<file path="src/rtl/mem_port_arbiter.sv">
// Arbiter for port 2 of the external dual-port memory: display fetch (A) has priority,
// game/DMA engine (B) gets starvation protection and a bounded exclusive lock.
//
// state  | meaning
// ARB    | normal arbitration, A wins contested cycles unless B has waited MAX_WAIT
// LOCKED | B owns the port exclusively for an atomic sequence, bounded by MAX_LOCK
module mem_port_arbiter #(
  parameter int DATA_WIDTH = 16,
  parameter int ADDR_WIDTH = 16,
  parameter int MAX_WAIT   = 4,
  parameter int MAX_LOCK   = 8
) (
  input  logic                  clk,
  input  logic                  reset,
  input  logic                  req_a,
  input  logic                  we_a,
  input  logic [ADDR_WIDTH-1:0] addr_a,
  input  logic [DATA_WIDTH-1:0] wdata_a,
  output logic                  gnt_a,
  output logic                  rvalid_a,
  output logic [DATA_WIDTH-1:0] rdata_a,
  input  logic                  req_b,
  input  logic                  we_b,
  input  logic [ADDR_WIDTH-1:0] addr_b,
  input  logic [DATA_WIDTH-1:0] wdata_b,
  input  logic                  lock_b,
  output logic                  gnt_b,
  output logic                  rvalid_b,
  output logic [DATA_WIDTH-1:0] rdata_b,
  output logic                  lock_err,
  output logic [ADDR_WIDTH-1:0] mem_addr,
  output logic [DATA_WIDTH-1:0] mem_din,
  output logic                  mem_we,
  input  logic [DATA_WIDTH-1:0] mem_dout
);

  localparam int WW = $clog2(MAX_WAIT + 1);
  localparam int LW = $clog2(MAX_LOCK + 1);
  localparam logic [WW-1:0] WAIT_MAX = WW'(MAX_WAIT);
  localparam logic [LW-1:0] LOCK_MAX = LW'(MAX_LOCK);

  typedef enum logic {ARB, LOCKED} state_t;

  state_t          state;
  logic [WW-1:0]   wait_cnt;
  logic [LW-1:0]   lock_cnt;
  logic            relock_block;
  logic            rvalid_a_q;
  logic            rvalid_b_q;

  always_comb begin
    gnt_a = 1'b0;
    gnt_b = 1'b0;
    if (!reset) begin
      if (state == LOCKED) begin
        gnt_b = req_b;
      end else if (req_a && req_b) begin
        if (wait_cnt == WAIT_MAX) gnt_b = 1'b1;
        else                      gnt_a = 1'b1;
      end else begin
        gnt_a = req_a;
        gnt_b = req_b;
      end
    end
    mem_addr = gnt_b ? addr_b  : addr_a;
    mem_din  = gnt_b ? wdata_b : wdata_a;
    mem_we   = (gnt_a & we_a) | (gnt_b & we_b);
  end

  // Masking with reset keeps a read that was in flight when reset hit from ever pulsing.
  assign rvalid_a = rvalid_a_q & ~reset;
  assign rvalid_b = rvalid_b_q & ~reset;
  assign rdata_a  = mem_dout;
  assign rdata_b  = mem_dout;

  always_ff @(posedge clk) begin
    if (reset) begin
      state        <= ARB;
      wait_cnt     <= '0;
      lock_cnt     <= '0;
      lock_err     <= 1'b0;
      relock_block <= 1'b0;
      rvalid_a_q   <= 1'b0;
      rvalid_b_q   <= 1'b0;
    end else begin
      rvalid_a_q <= gnt_a & ~we_a;
      rvalid_b_q <= gnt_b & ~we_b;

      if (req_b && !gnt_b)
        wait_cnt <= (wait_cnt == WAIT_MAX) ? wait_cnt : wait_cnt + WW'(1);
      else
        wait_cnt <= '0;

      if (!lock_b) relock_block <= 1'b0;

      case (state)
        ARB: begin
          if (gnt_b && lock_b && !relock_block) begin
            state    <= LOCKED;
            lock_cnt <= LW'(1);
          end
        end
        LOCKED: begin
          if (!lock_b) begin
            state    <= ARB;
            lock_cnt <= '0;
          end else if (lock_cnt == LOCK_MAX) begin
            // B must release lock_b once before it may lock again.
            state        <= ARB;
            lock_cnt     <= '0;
            lock_err     <= 1'b1;
            relock_block <= 1'b1;
          end else begin
            lock_cnt <= lock_cnt + LW'(1);
          end
        end
        default: state <= ARB;
      endcase
    end
  end

endmodule

</file>
<file path="config.mk">
export PLATFORM = sky130hd
export DESIGN_NAME = mem_port_arbiter
export DESIGN_NICKNAME = d
export VERILOG_FILES = /design/src/rtl/mem_port_arbiter.sv
export SDC_FILE = /design/constraint.sdc
export NUM_CORES = 1
export LEC_CHECK = 0
export BUFFER_PORTS_ARGS = -buffer_cell sky130_fd_sc_hd__buf_2
export CAP_MARGIN = 0
export CORE_MARGIN = 4
export CORE_UTILIZATION = 31
export CTS_CLUSTER_DIAMETER = 30
export DETAILED_ROUTE_END_ITERATION = 6
export PLACE_DENSITY = 0.85
export SYNTH_ARGS = -nofsm -noshare
export SYNTH_HDL_FRONTEND = slang
export SYNTH_SLANG_ARGS = --single-unit
</file>
<file path="constraint.sdc">
create_clock -name clk -period 1.7 [get_ports clk]
set_input_delay 0.17 -clock clk [delete_from_list [all_inputs] [get_ports clk]]
set_output_delay 0.17 -clock clk [all_outputs]
set_load 0.01 [all_outputs]
</file>
Word-level counts from Yosys, hierarchy flattened
Index checks and enable logic that the tools add are counted.

Logic and storage cells: 54. Bits of input ports: 87. Bits in registers: 12.

Add/sub/neg operators: 2. Multiplexer cells: 22. Reduce and logical (&&, ||, !) cells: 8. Equality and inequality tests: 3. Bitwise gates (word level): 12.

Operators by type and width (count): 16-bit two-way mux (2); 1-bit two-way mux (15); 4-bit two-way mux (3); 4-bit one-hot mux with 2 select lines (1); 1-bit bitwise AND (6); 1-bit NOT (5); 4-bit by 1-bit adder with 4-bit output (second input constant) (1); 4-bit == test (second input constant) (1); 1-bit logical AND (4); 3-bit by 1-bit adder with 3-bit output (second input constant) (1); 3-bit == test (second input constant) (1); 3-bit AND reduction (1); 1-bit logical NOT (2); 2-bit inequality test (second input constant) (1); 1-bit one-hot mux with 2 select lines (1); 2-bit OR reduction (1); 1-bit bitwise OR (1).

Logic depth before layout (Yosys ltp)
Gate-level depths: netlist (run 1).

Depth in word-level cells: 9. Gate-level depth with buffers: 9.

Least setup slack after synthesis (run 1)
OpenSTA, ideal clock, no wires.

Kind: register -> output. From: register wait_cnt[0]. To: output port mem_we. Cell stages (with the launch flop): 10. Arrival time: 1.656 ns. Slack: -0.126 ns. Buffers on the path: 2. Path through: dfxtp_1 -> inv_1 -> ha_1 -> a21bo_4 -> o21ai_1 -> or2_1 -> buf_6 -> buf_8 -> inv_1 -> a22o_1.

Word-level cells in the longest chain between the ends: 7. Elaborated cells on any way between the ends: 12. Classes of those cells: 1 x eq/ne; 8 x mux; 3 x bitwise.

Ends and longest elaborated chain: start, declared (line 45) `logic [WW-1:0] wait_cnt;`; start signal, assigned (line 90) `wait_cnt <= (wait_cnt == WAIT_MAX) ? wait_cnt : wait_cnt + WW'(1);`; 3-bit == test (line 58) `if (wait_cnt == WAIT_MAX) gnt_b = 1'b1;`; 1-bit two-way mux (line 58); 1-bit two-way mux (line 57) `end else if (req_a && req_b) begin`; 1-bit two-way mux (line 55) `if (state == LOCKED) begin`; 1-bit two-way mux (line 54) `if (!reset) begin`; net gnt_b (line 27) `output logic gnt_b,`; 1-bit bitwise AND (line 67) `mem_we = (gnt_a & we_a) | (gnt_b & we_b);`; 1-bit bitwise OR (line 67); end, declared (line 33) `output logic mem_we,`.

The timed path passes the listed nets, and every way through them passes these cells.

Worst setup path after layout (run 1)
From: register wait_cnt[1]. To: output port mem_addr[12].

Word-level cells in the longest chain between the ends: 6.

Ends and longest elaborated chain: 3-bit == test (line 58); 1-bit two-way mux (line 58); 1-bit two-way mux (line 57); 1-bit two-way mux (line 55); 1-bit two-way mux (line 54); 16-bit two-way mux (line 65) `mem_addr = gnt_b ? addr_b : addr_a;`; end, declared (line 31) `output logic [ADDR_WIDTH-1:0] mem_addr,`.

Every way passes these cells.

==> results of run 1 <==
kinds of logic after synthesis:
kind of cell / count (synthesis)
compound gates: 15
fa+ha+maj: 4
buf+inv: 44
flops: 12
mux: 32
simple gates: 30
timing repair:
action,in CTS,in global routing
pin swaps,0,2
endpoints found under the setup margin,34,35
buffers inserted,0,1
gates resized for setup,30,10
gates cloned,0,3
layer usage:
metal / vias to the layer above / GRT usage [%] / part of all wire [%]
met5: - / 0 / 0
met4: 0 / 3.622 / 0.35
met3: 2 / 3.649 / 12
met2: 70 / 23.03 / 54
met1: 593 / 12.70 / 34
li1: 613 / - / -
power breakdown:
part	total, mW	internal [mW]	switching (mW)
clock network	0.306	0.204	0.102
registers	0.291	0.288	0.00377
logic	0.450	0.290	0.160
cell type report:
type / instances / area [sq um]
sequential: 12 / 242.7
clock buffer: 4 / 55.05
inverter: 7 / 26.28
tap: 50 / 62.56
timing repair buffer: 121 / 915.9
fill: 358 / 2001
multi-input combinational: 81 / 812.0
sequential cells by signal (all words and copies together) (netlist names):
| name | flops |
|---|---|
| rvalid_a_q | 1 |
| wait_cnt | 3 |
| rvalid_b_q | 1 |
| state | 1 |
| lock_cnt | 4 |
| lock_err | 1 |
| relock_block | 1 |
placed cells by master (no fill, tap or decap):
cell       netlist  layout
a311oi_1         1       1
nand4b_1         1       1
buf_12           2       2
dfxtp_1         12      10
or2_4            0       1
mux2_4          28      31
ha_1             4       3
a21oi_1          1       1
a31oi_2          0       1
o211a_1          1       1
a22o_1           3       3
buf_6            1      32
nand2b_1         2       2
or4b_1           1       1
ha_4             0       1
buf_4           32       8
nor3_1           3       3
o21ai_0          5       5
nand2_1          5       5
a31oi_1          2       1
nor3b_1          1       1
nor2_1          10      10
clkbuf_16        0       3
a21bo_4          1       1
o21ai_2          0       1
nand3_1          2       2
clkbuf_8         0       4
buf_2            0      76
nor2b_1          4       4
dfxtp_2          0       2
mux2_2           4       1
inv_1            7       4
inv_2            0       3
critical path, cell delays in order, from the launching register on:
cell       delay (ps)
dfxtp_2           330
inv_2              50
ha_4              150
a21bo_4           200
o21ai_2           100
or2_4             210
clkbuf_16         190
mux2_4            310
buf_6             120
final timing paths:
kind | start | end | slack (ps)
setup / recovery | wait_cnt[1] | mem_addr[12] | -380
hold / removal | we_b | rvalid_b_q | 100
setup reg to reg | wait_cnt[1] | wait_cnt[2] | 50
hold reg to reg | lock_err | lock_err | 470
==> metrics.csv, run 1 <==
metric;value;unit
rsz0062_at_grt;yes;
grt_pass1_wl;5333;microns
fin_worst_skew;6.086;ps
synth_nets;228;
grt_pass1_vias;1206;
synth_top_family_by_area;multiplexers;
synthTopCellsByArea;mux2_4 (31%), dfxtp_1 (18%), buf_4 (18%), ha_1 (3.7%), mux2_2 (3.3%);
drt_wl_total;4056;microns
stdcell_count;275;
synth_top_cell_by_area;mux2_4;
critPathLaunchType;flip-flop;
syn_to_final_growth;56.34;%
grt_max_degree;18;
hp-class;input pin to flip-flop;
synthCells;137;
setup_viol;34;
yosysSeqAreaShare;17.76;%
reg2reg_depth;6;
cts.sinks;12;
synth-compound-area-share;8.048;%
yosys.area.top_type_share;31.08;%
fin_tns_setup;-11780;ps
end_kind;output port;
dp_hpwl;3010;microns
synth_cell_types;28;
pwr_density_cell;495.3;nW/um^2
drtPass1Iterations;4;
place.gp.congestion;0.8215;
worstMarginPinSlew;333.5;ps
placed_area;1753;sq um
synth-main-ff-cell;dfxtp_1;
detailedPlace.worstSlack;-152.4;ps
final_area;2115;sq um
finalNetCount;317;
grt_overflow;0;
fin_crit_sh;122.3;%
cts_buffer_depth;2;
hold_buffers;0;
yosys-top-cells-count;buf_4 (32), mux2_4 (28), dfxtp_1 (12), nor2_1 (10), inv_1 (7);
start_util;32.87;%
drt-initial-drc-count;20;
synth_edf_count;0;
syn_area_per_cell;9.873;sq um
p_leak;1.165;nW
slew_viol_final;0;
post_drt_wl_per_cell;14.75;microns
row_count;23;
ir_drop;0.3164;mV
finalPower;1.047;mW
async_flop_share;0;%
ios;157;
antenna_cells;0;
finalCriticalPeriod;2079;ps
die_h;74.06;microns
yosys-mux-area-fraction;34.41;%
antenna_found_initial;0;
cts_root_buf;clkbuf_8;
min_path_cells;2;
cap_violations;0;
die_area;5484;sq um
vias;1278;
htreeDepth;1;
drc;0;
yosys_warnings;0;
yosys.area_share.xor_xnor;0;%
synth_area;1353;sq um
final_layout_size_suffix_gt1_share;74.22;%
synthAdderAreaFrac;3.700;%
postRouteAntennaNets;0;
chipWidth;74.06;microns
required;1530;ps
cts_tree;yes;
fmax;0.4809;GHz
slew_headroom;77.72;%
design.core.area;4115;sq um
holdWs;97.16;ps
violations;negative setup slack;
cp_max_fo;8;
via_per_inst;4.647;
gr-usage-all-layers;12.12;%
utilization;51.38;%
path_class;flip-flop to output port;
path_clk_slew;50;ps
synth_most_common_cell;buf_4;
portBuffers;108;
ys_ff_latch;12;
cp.arrival;1910;ps
hold_violations;0;
status;finished, violations left;
clk_latency;240;ps
yosys.area_share.simple;11.19;%
place_inst;267;
cts_made_buffers;3;
layout_setup_ws;-379.3;ps
(Power assumes the default switching activity.)
==> run 2: changes to the inputs <==
--- a/config.mk
+++ b/config.mk
@@ -7,11 +7,13 @@
 export LEC_CHECK = 0
 export BUFFER_PORTS_ARGS = -buffer_cell sky130_fd_sc_hd__buf_2
 export CAP_MARGIN = 0
+export CELL_PAD_IN_SITES_DETAIL_PLACEMENT = 0
+export CELL_PAD_IN_SITES_GLOBAL_PLACEMENT = 2
 export CORE_MARGIN = 4
-export CORE_UTILIZATION = 31
+export CORE_UTILIZATION = 14
 export CTS_CLUSTER_DIAMETER = 30
 export DETAILED_ROUTE_END_ITERATION = 6
-export PLACE_DENSITY = 0.85
+export PLACE_DENSITY = 0.82
 export SYNTH_ARGS = -nofsm -noshare
 export SYNTH_HDL_FRONTEND = slang
 export SYNTH_SLANG_ARGS = --single-unit
==> run 2 against run 1 <==
The flow still finishes with violations (negative setup slack). Fmax rose by 0.19%. Power fell by 3.5%. Combinational power fell by 7.8%. Via count fell by 2.7%. Non-clock buffer count rose by 2. Critical path depth rose by 1. Clock power barely moved. Clock-buffer cell count did not move. Largest power group unchanged. Highest routed layer unchanged.
==> metrics.csv, run 2 (synthesis results as in run 1) <==
metric;value;unit;change
min_path_cells;2;;unchanged
rsz0062_at_grt;yes;;unchanged
path_class;flip-flop to output port;;unchanged
cts.sinks;12;;unchanged
layout_commonest_cell;buf_2;;unchanged
status;finished, violations left;;unchanged
design.core.area;9328;sq um;was 4115 sq um
clk_latency;240;ps;about the same
swShare;25.46;%;was 25.31%
reg.largest.list;lock_cnt x4, wait_cnt x3;;unchanged
end_kind;output port;;unchanged
pwr_density_cell;478.6;nW/um^2;was 495.3 nW/um^2
grt_max_degree;11;;was 18
critPathLaunchType;flip-flop;;unchanged
vias;1243;;was 1278
antenna_cells;0;;unchanged
cts_made_buffers;3;;unchanged
cts_root_buf;clkbuf_8;;unchanged
top_register;lock_cnt;;unchanged
finalCriticalPeriod;2075;ps;was 2079 ps
violations;negative setup slack;;unchanged
antenna_found_initial;0;;unchanged
drt-initial-drc-count;18;;was 20
fin_worst_skew;1.271;ps;was 6.086 ps
fmax;0.4819;GHz;was 0.4809 GHz
detailedPlace.worstSlack;-183.3;ps;was -152.4 ps
cap_violations;0;;unchanged
grt_pass1_wl;6058;microns;was 5333 microns
ios;157;;unchanged
power.switching;0.2572;mW;was 0.2651 mW
seq_power_share;28.9;%;was 27.8%
met2_wirelength;2159;microns;was 2175 microns
die_h;106.3;microns;was 74.06 microns
portBuffers;108;;unchanged
die_area;11300;sq um;was 5484 sq um
setup_viol;34;;unchanged
finalNetCount;319;;was 317
slew_headroom;74.10;%;was 77.72%
required;1530;ps;about the same
layout_setup_ws;-375.3;ps;was -379.3 ps
slew_viol_final;0;;unchanged
htreeDepth;1;;unchanged
reg2reg_depth;6;;unchanged
via_per_inst;3.492;;was 4.647
cp_max_fo;5;;was 8
place.gp.congestion;0.7887;;was 0.8215
num-fill-cells;1047;;was 358
start_util;14.50;%;was 32.87%
hp-class;input pin to flip-flop;;unchanged
cts_tree;yes;;unchanged
p_clk_share;30.0;%;was 29.2%
largest_register_ff_count;4;;unchanged
dr_wl_met3;460;microns;was 487 microns
internal_power;0.7531;mW;was 0.7822 mW
grt_pass1_vias;1228;;was 1206
top_layer;met4;;unchanged
fin_crit_sh;122.1;%;was 122.3%
syn_to_final_growth;56.06;%;was 56.34%
wl_met1;1465;microns;was 1379 microns
hold_buffers;0;;unchanged
hold_violations;0;;unchanged
multi_input_area;809.5;sq um;was 812.0 sq um
postRouteAntennaNets;0;;unchanged
p_leak;1.135;nW;was 1.165 nW
worstMarginPinSlew;387.7;ps;was 333.5 ps
final_cell_mix;buf_2 (91), mux2_4 (32), buf_6 (20);;was buf_2 (76), buf_6 (32), mux2_4 (31)
final_layout_size_suffix_gt1_share;74.01;%;was 74.22%
post_drt_wl_per_cell;11.59;microns;was 14.75 microns
drc;0;;unchanged
gr-usage-all-layers;6.650;%;was 12.12%
cp.arrival;1910;ps;about the same
cts_buffer_depth;2;;unchanged
grt_overflow;0;;unchanged
drtPass1Iterations;4;;unchanged
row_count;35;;was 23
chipWidth;106.3;microns;was 74.06 microns
p_comb_share;41.1;%;was 43.0%
path_clk_slew;50;ps;about the same
regArea;242.7;sq um;unchanged
drt_wl_total;4126;microns;was 4056 microns
dp_hpwl;3459;microns;was 3010 microns
holdWs;128.3;ps;was 97.16 ps
ir_drop;0.2938;mV;was 0.3164 mV
==> run 2: cell count changes in the layout (fill, tap and decap cells not counted), sizes merged <==
cell,before,now
buf,118,123
clkbuf,7,4
==> run 2: through the flow <==
stage	power, mW	cell area (sq um)	TNS [ps]	util, %	instances
floorplan	0.5630	1368	-203.6	-	137
global placement	0.6497	1862	-3261	19.96	349
detailed placement	0.6535	1862	-4609	19.96	349
CTS	1.035	2138	-12570	22.92	357
global route	1.074	2111	-14600	22.63	356
finish	1.010	2111	-11540	22.63	356
==> run 2: worst max-delay path: stages (launching register included) <==
cell	delay [ps]
dfxtp_2	330
inv_2	40
ha_4	150
a21bo_4	200
o21ai_2	110
or2_4	190
buf_12	120
buf_16	100
mux2_4	300
buf_6	130
==> run 2: final timing paths <==
kind | slack, ps | end | from
worst max-delay path | -380 | mem_addr[13] | wait_cnt[1]
worst min-delay path | 130 | rvalid_a_q | we_a
worst max register to register | 50 | wait_cnt[2] | wait_cnt[1]
worst min register to register | 480 | lock_err | lock_err
==> run 2: per-layer routing <==
layer,global-route usage (%),vias up
met5,0,-
met4,1.665,0
met1,7.064,556
met3,2.064,8
li1,-,617
met2,12.62,62
==> run 2: power by group through the flow <==
stage	registers (mW)	logic, mW	clock network (mW)
after floorplan	0.297	0.266	0
after global placement	0.297	0.352	0
after detailed placement	0.297	0.356	0
after CTS	0.291	0.429	0.315
after global routing	0.292	0.449	0.333
final	0.292	0.415	0.303
==> run 2: layout make-up <==
cell class	count	area share, %
inverter	7	1.245
clock buffer	4	2.608
multi-input combinational	81	38.35
sequential	12	11.50
tap	129	7.647
timing repair buffer	123	38.65
==> run 2: timing repair <==
item | 4_1_cts | 5_1_grt
endpoints found under the setup margin | 34 | 35
buffers inserted | 2 | 0
pin swaps | 2 | 1
cloned | 2 | 0
resized for setup | 31 | 0
==> run 3: changes to the inputs <==
--- a/config.mk
+++ b/config.mk
@@ -13,6 +13,7 @@
 export CORE_UTILIZATION = 14
 export CTS_CLUSTER_DIAMETER = 30
 export DETAILED_ROUTE_END_ITERATION = 6
+export MAX_ROUTING_LAYER = met4
 export PLACE_DENSITY = 0.82
 export SYNTH_ARGS = -nofsm -noshare
 export SYNTH_HDL_FRONTEND = slang
==> run 3 against run 2 <==
The run still ends with negative setup slack left. Utilization stayed put. Sequential share of layout area stayed put. Power hardly changed. Die area stayed put. Via count hardly changed. Critical endpoint unchanged. Largest cell class unchanged.
==> metrics.csv, run 3 (synthesis results as in run 1) <==
metric;value;unit;change
status;finished, violations left;;unchanged
violations;negative setup slack;;unchanged
stdcell_count;356;;unchanged
grt_overflow;0;;unchanged
die_h;106.3;microns;unchanged
finalNetCount;319;;unchanged
required;1530;ps;about the same
cts_made_buffers;3;;unchanged
grt_pass1_wl;6072;microns;was 6058 microns
drt-initial-drc-count;29;;was 18
post_drt_wl_per_cell;11.59;microns;about the same
start_util;14.50;%;unchanged
pwr_density_cell;478.6;nW/um^2;about the same
place_inst;349;;unchanged
max_stage_delay;330;ps;about the same
design.core.area;9328;sq um;unchanged
cap_violations;0;;unchanged
path_class;flip-flop to output port;;unchanged
critPathLaunchType;flip-flop;;unchanged
clk_latency;240;ps;about the same
vias;1244;;was 1243
slew_viol_final;0;;unchanged
setup_viol;34;;unchanged
largest_register_ff_count;4;;unchanged
gr-usage-all-layers;6.845;%;was 6.650%
drtPass1Iterations;4;;unchanged
antenna_found_initial;0;;unchanged
hold_violations;0;;unchanged
critPathSlowestCell;dfxtp_2;;unchanged
reg.largest.list;lock_cnt x4, wait_cnt x3;;unchanged
use_met3;1.821;%;was 2.064%
die_area;11300;sq um;unchanged
grt_max_degree;11;;unchanged
cp.arrival;1910;ps;about the same
syn_to_final_growth;56.06;%;unchanged
finalCriticalPeriod;2075;ps;about the same
hp-class;input pin to flip-flop;;unchanged
finalPower;1.010;mW;about the same
end_kind;output port;;unchanged
detailedPlace.worstSlack;-183.3;ps;unchanged
postRouteAntennaNets;0;;unchanged
cts.sinks;12;;unchanged
antenna_cells;0;;unchanged
row_count;35;;unchanged
layout_commonest_cell;buf_2;;unchanged
fmax;0.4819;GHz;about the same
place.gp.congestion;0.7998;;was 0.7887
chipWidth;106.3;microns;unchanged
dp_hpwl;3459;microns;unchanged
slew_headroom;74.10;%;unchanged
top_usage_layer;met2;;unchanged
fin_worst_skew;1.271;ps;about the same
grt_pass1_vias;1228;;unchanged
cts_buffer_depth;2;;unchanged
fin_crit_sh;122.1;%;about the same
ir_drop;0.2938;mV;about the same
cts_tree;yes;;unchanged
htreeDepth;1;;unchanged
portBuffers;108;;unchanged
top_register;lock_cnt;;unchanged
worstMarginPinSlew;387.7;ps;unchanged
layout_setup_ws;-375.2;ps;was -375.3 ps
drc;0;;unchanged
final_layout_size_suffix_gt1_share;74.01;%;unchanged
via_per_inst;3.494;;was 3.492
grt_use_met2;12.58;%;was 12.62%
cts_root_buf;clkbuf_8;;unchanged
final_cell_mix;buf_2 (91), mux2_4 (32), buf_6 (20);;unchanged
crit_path_cell_trace;inv_2, ha_4, a21bo_4, o21ai_2, or2_4, buf_12, buf_16, mux2_4, buf_6;;unchanged
path_clk_slew;50;ps;about the same
rsz0062_at_grt;yes;;unchanged
holdWs;128.3;ps;about the same
p_leak;1.135;nW;unchanged
ios;157;;unchanged
cp_max_fo;5;;unchanged
drt_wl_total;4125;microns;was 4126 microns
grt_use_met1;7.284;%;was 7.064%
## run 3: cell counts in the layout (fill, tap and decap cells not counted)
Identical to the previous run, type by type.
## run 3: cell type report
type | count | area (sq um)
Clock buffer | 4 | 55.05
Tap cell | 129 | 161.4
Fill cell | 1047 | 7217
Timing Repair Buffer | 123 | 815.8
Multi-Input combinational cell | 81 | 809.5
Sequential cell | 12 | 242.7
Inverter | 7 | 26.28
## run 3: path summary, 6_finish.rpt
| check | startpoint | to | slack (ps) | cells past startpoint |
|---|---|---|---|---|
| setup / recovery | wait_cnt[1] | mem_addr[13] | -380 | 9 |
| hold / removal | we_a | rvalid_a_q | 130 | 2 |
| setup reg to reg | wait_cnt[1] | wait_cnt[2] | 50 | 6 |
| hold reg to reg | lock_err | lock_err | 480 | 2 |
## run 3: report_power, final
part           total, mW  switching [mW]  internal (mW)
clock network      0.303          0.0992          0.204
logic              0.415           0.154          0.261
registers          0.292         0.00390          0.288
total               1.01           0.257          0.753
## run 3: per-layer routing
| metal | part of all wire (%) | routed length, microns | vias up |
|---|---|---|---|
| li1 | - | - | 616 |
| met1 | 36 | 1493 | 556 |
| met2 | 52 | 2156 | 64 |
| met3 | 11 | 435 | 8 |
| met4 | 0.97 | 40 | 0 |
| met5 | 0 | 0 | - |
## run 3: critical path, delay by kind of cell, from the launching register on
family,cells,cell delay [ps]
buf+inv,4,390
flops,1,330
compound gates,2,310
mux,1,300
simple gates,1,190
fa+ha+maj,1,150
## run 3: through the flow
| stage | TNS (ps) | cell area [sq um] | util (%) |
|---|---|---|---|
| finish | -11570 | 2111 | 22.63 |
| CTS | -12570 | 2138 | 22.92 |
| global route | -14620 | 2111 | 22.63 |
| floorplan | -203.6 | 1368 | - |
| global placement | -3261 | 1862 | 19.96 |
| detailed placement | -4609 | 1862 | 19.96 |
## run 3: repair_timing
item | in CTS | in global routing
pin swaps | 2 | 1
setup buffers | 2 | 0
gates resized for setup | 31 | 0
cloned | 2 | 0
endpoints found under the setup margin | 34 | 35
hold buffers | 0 | 0
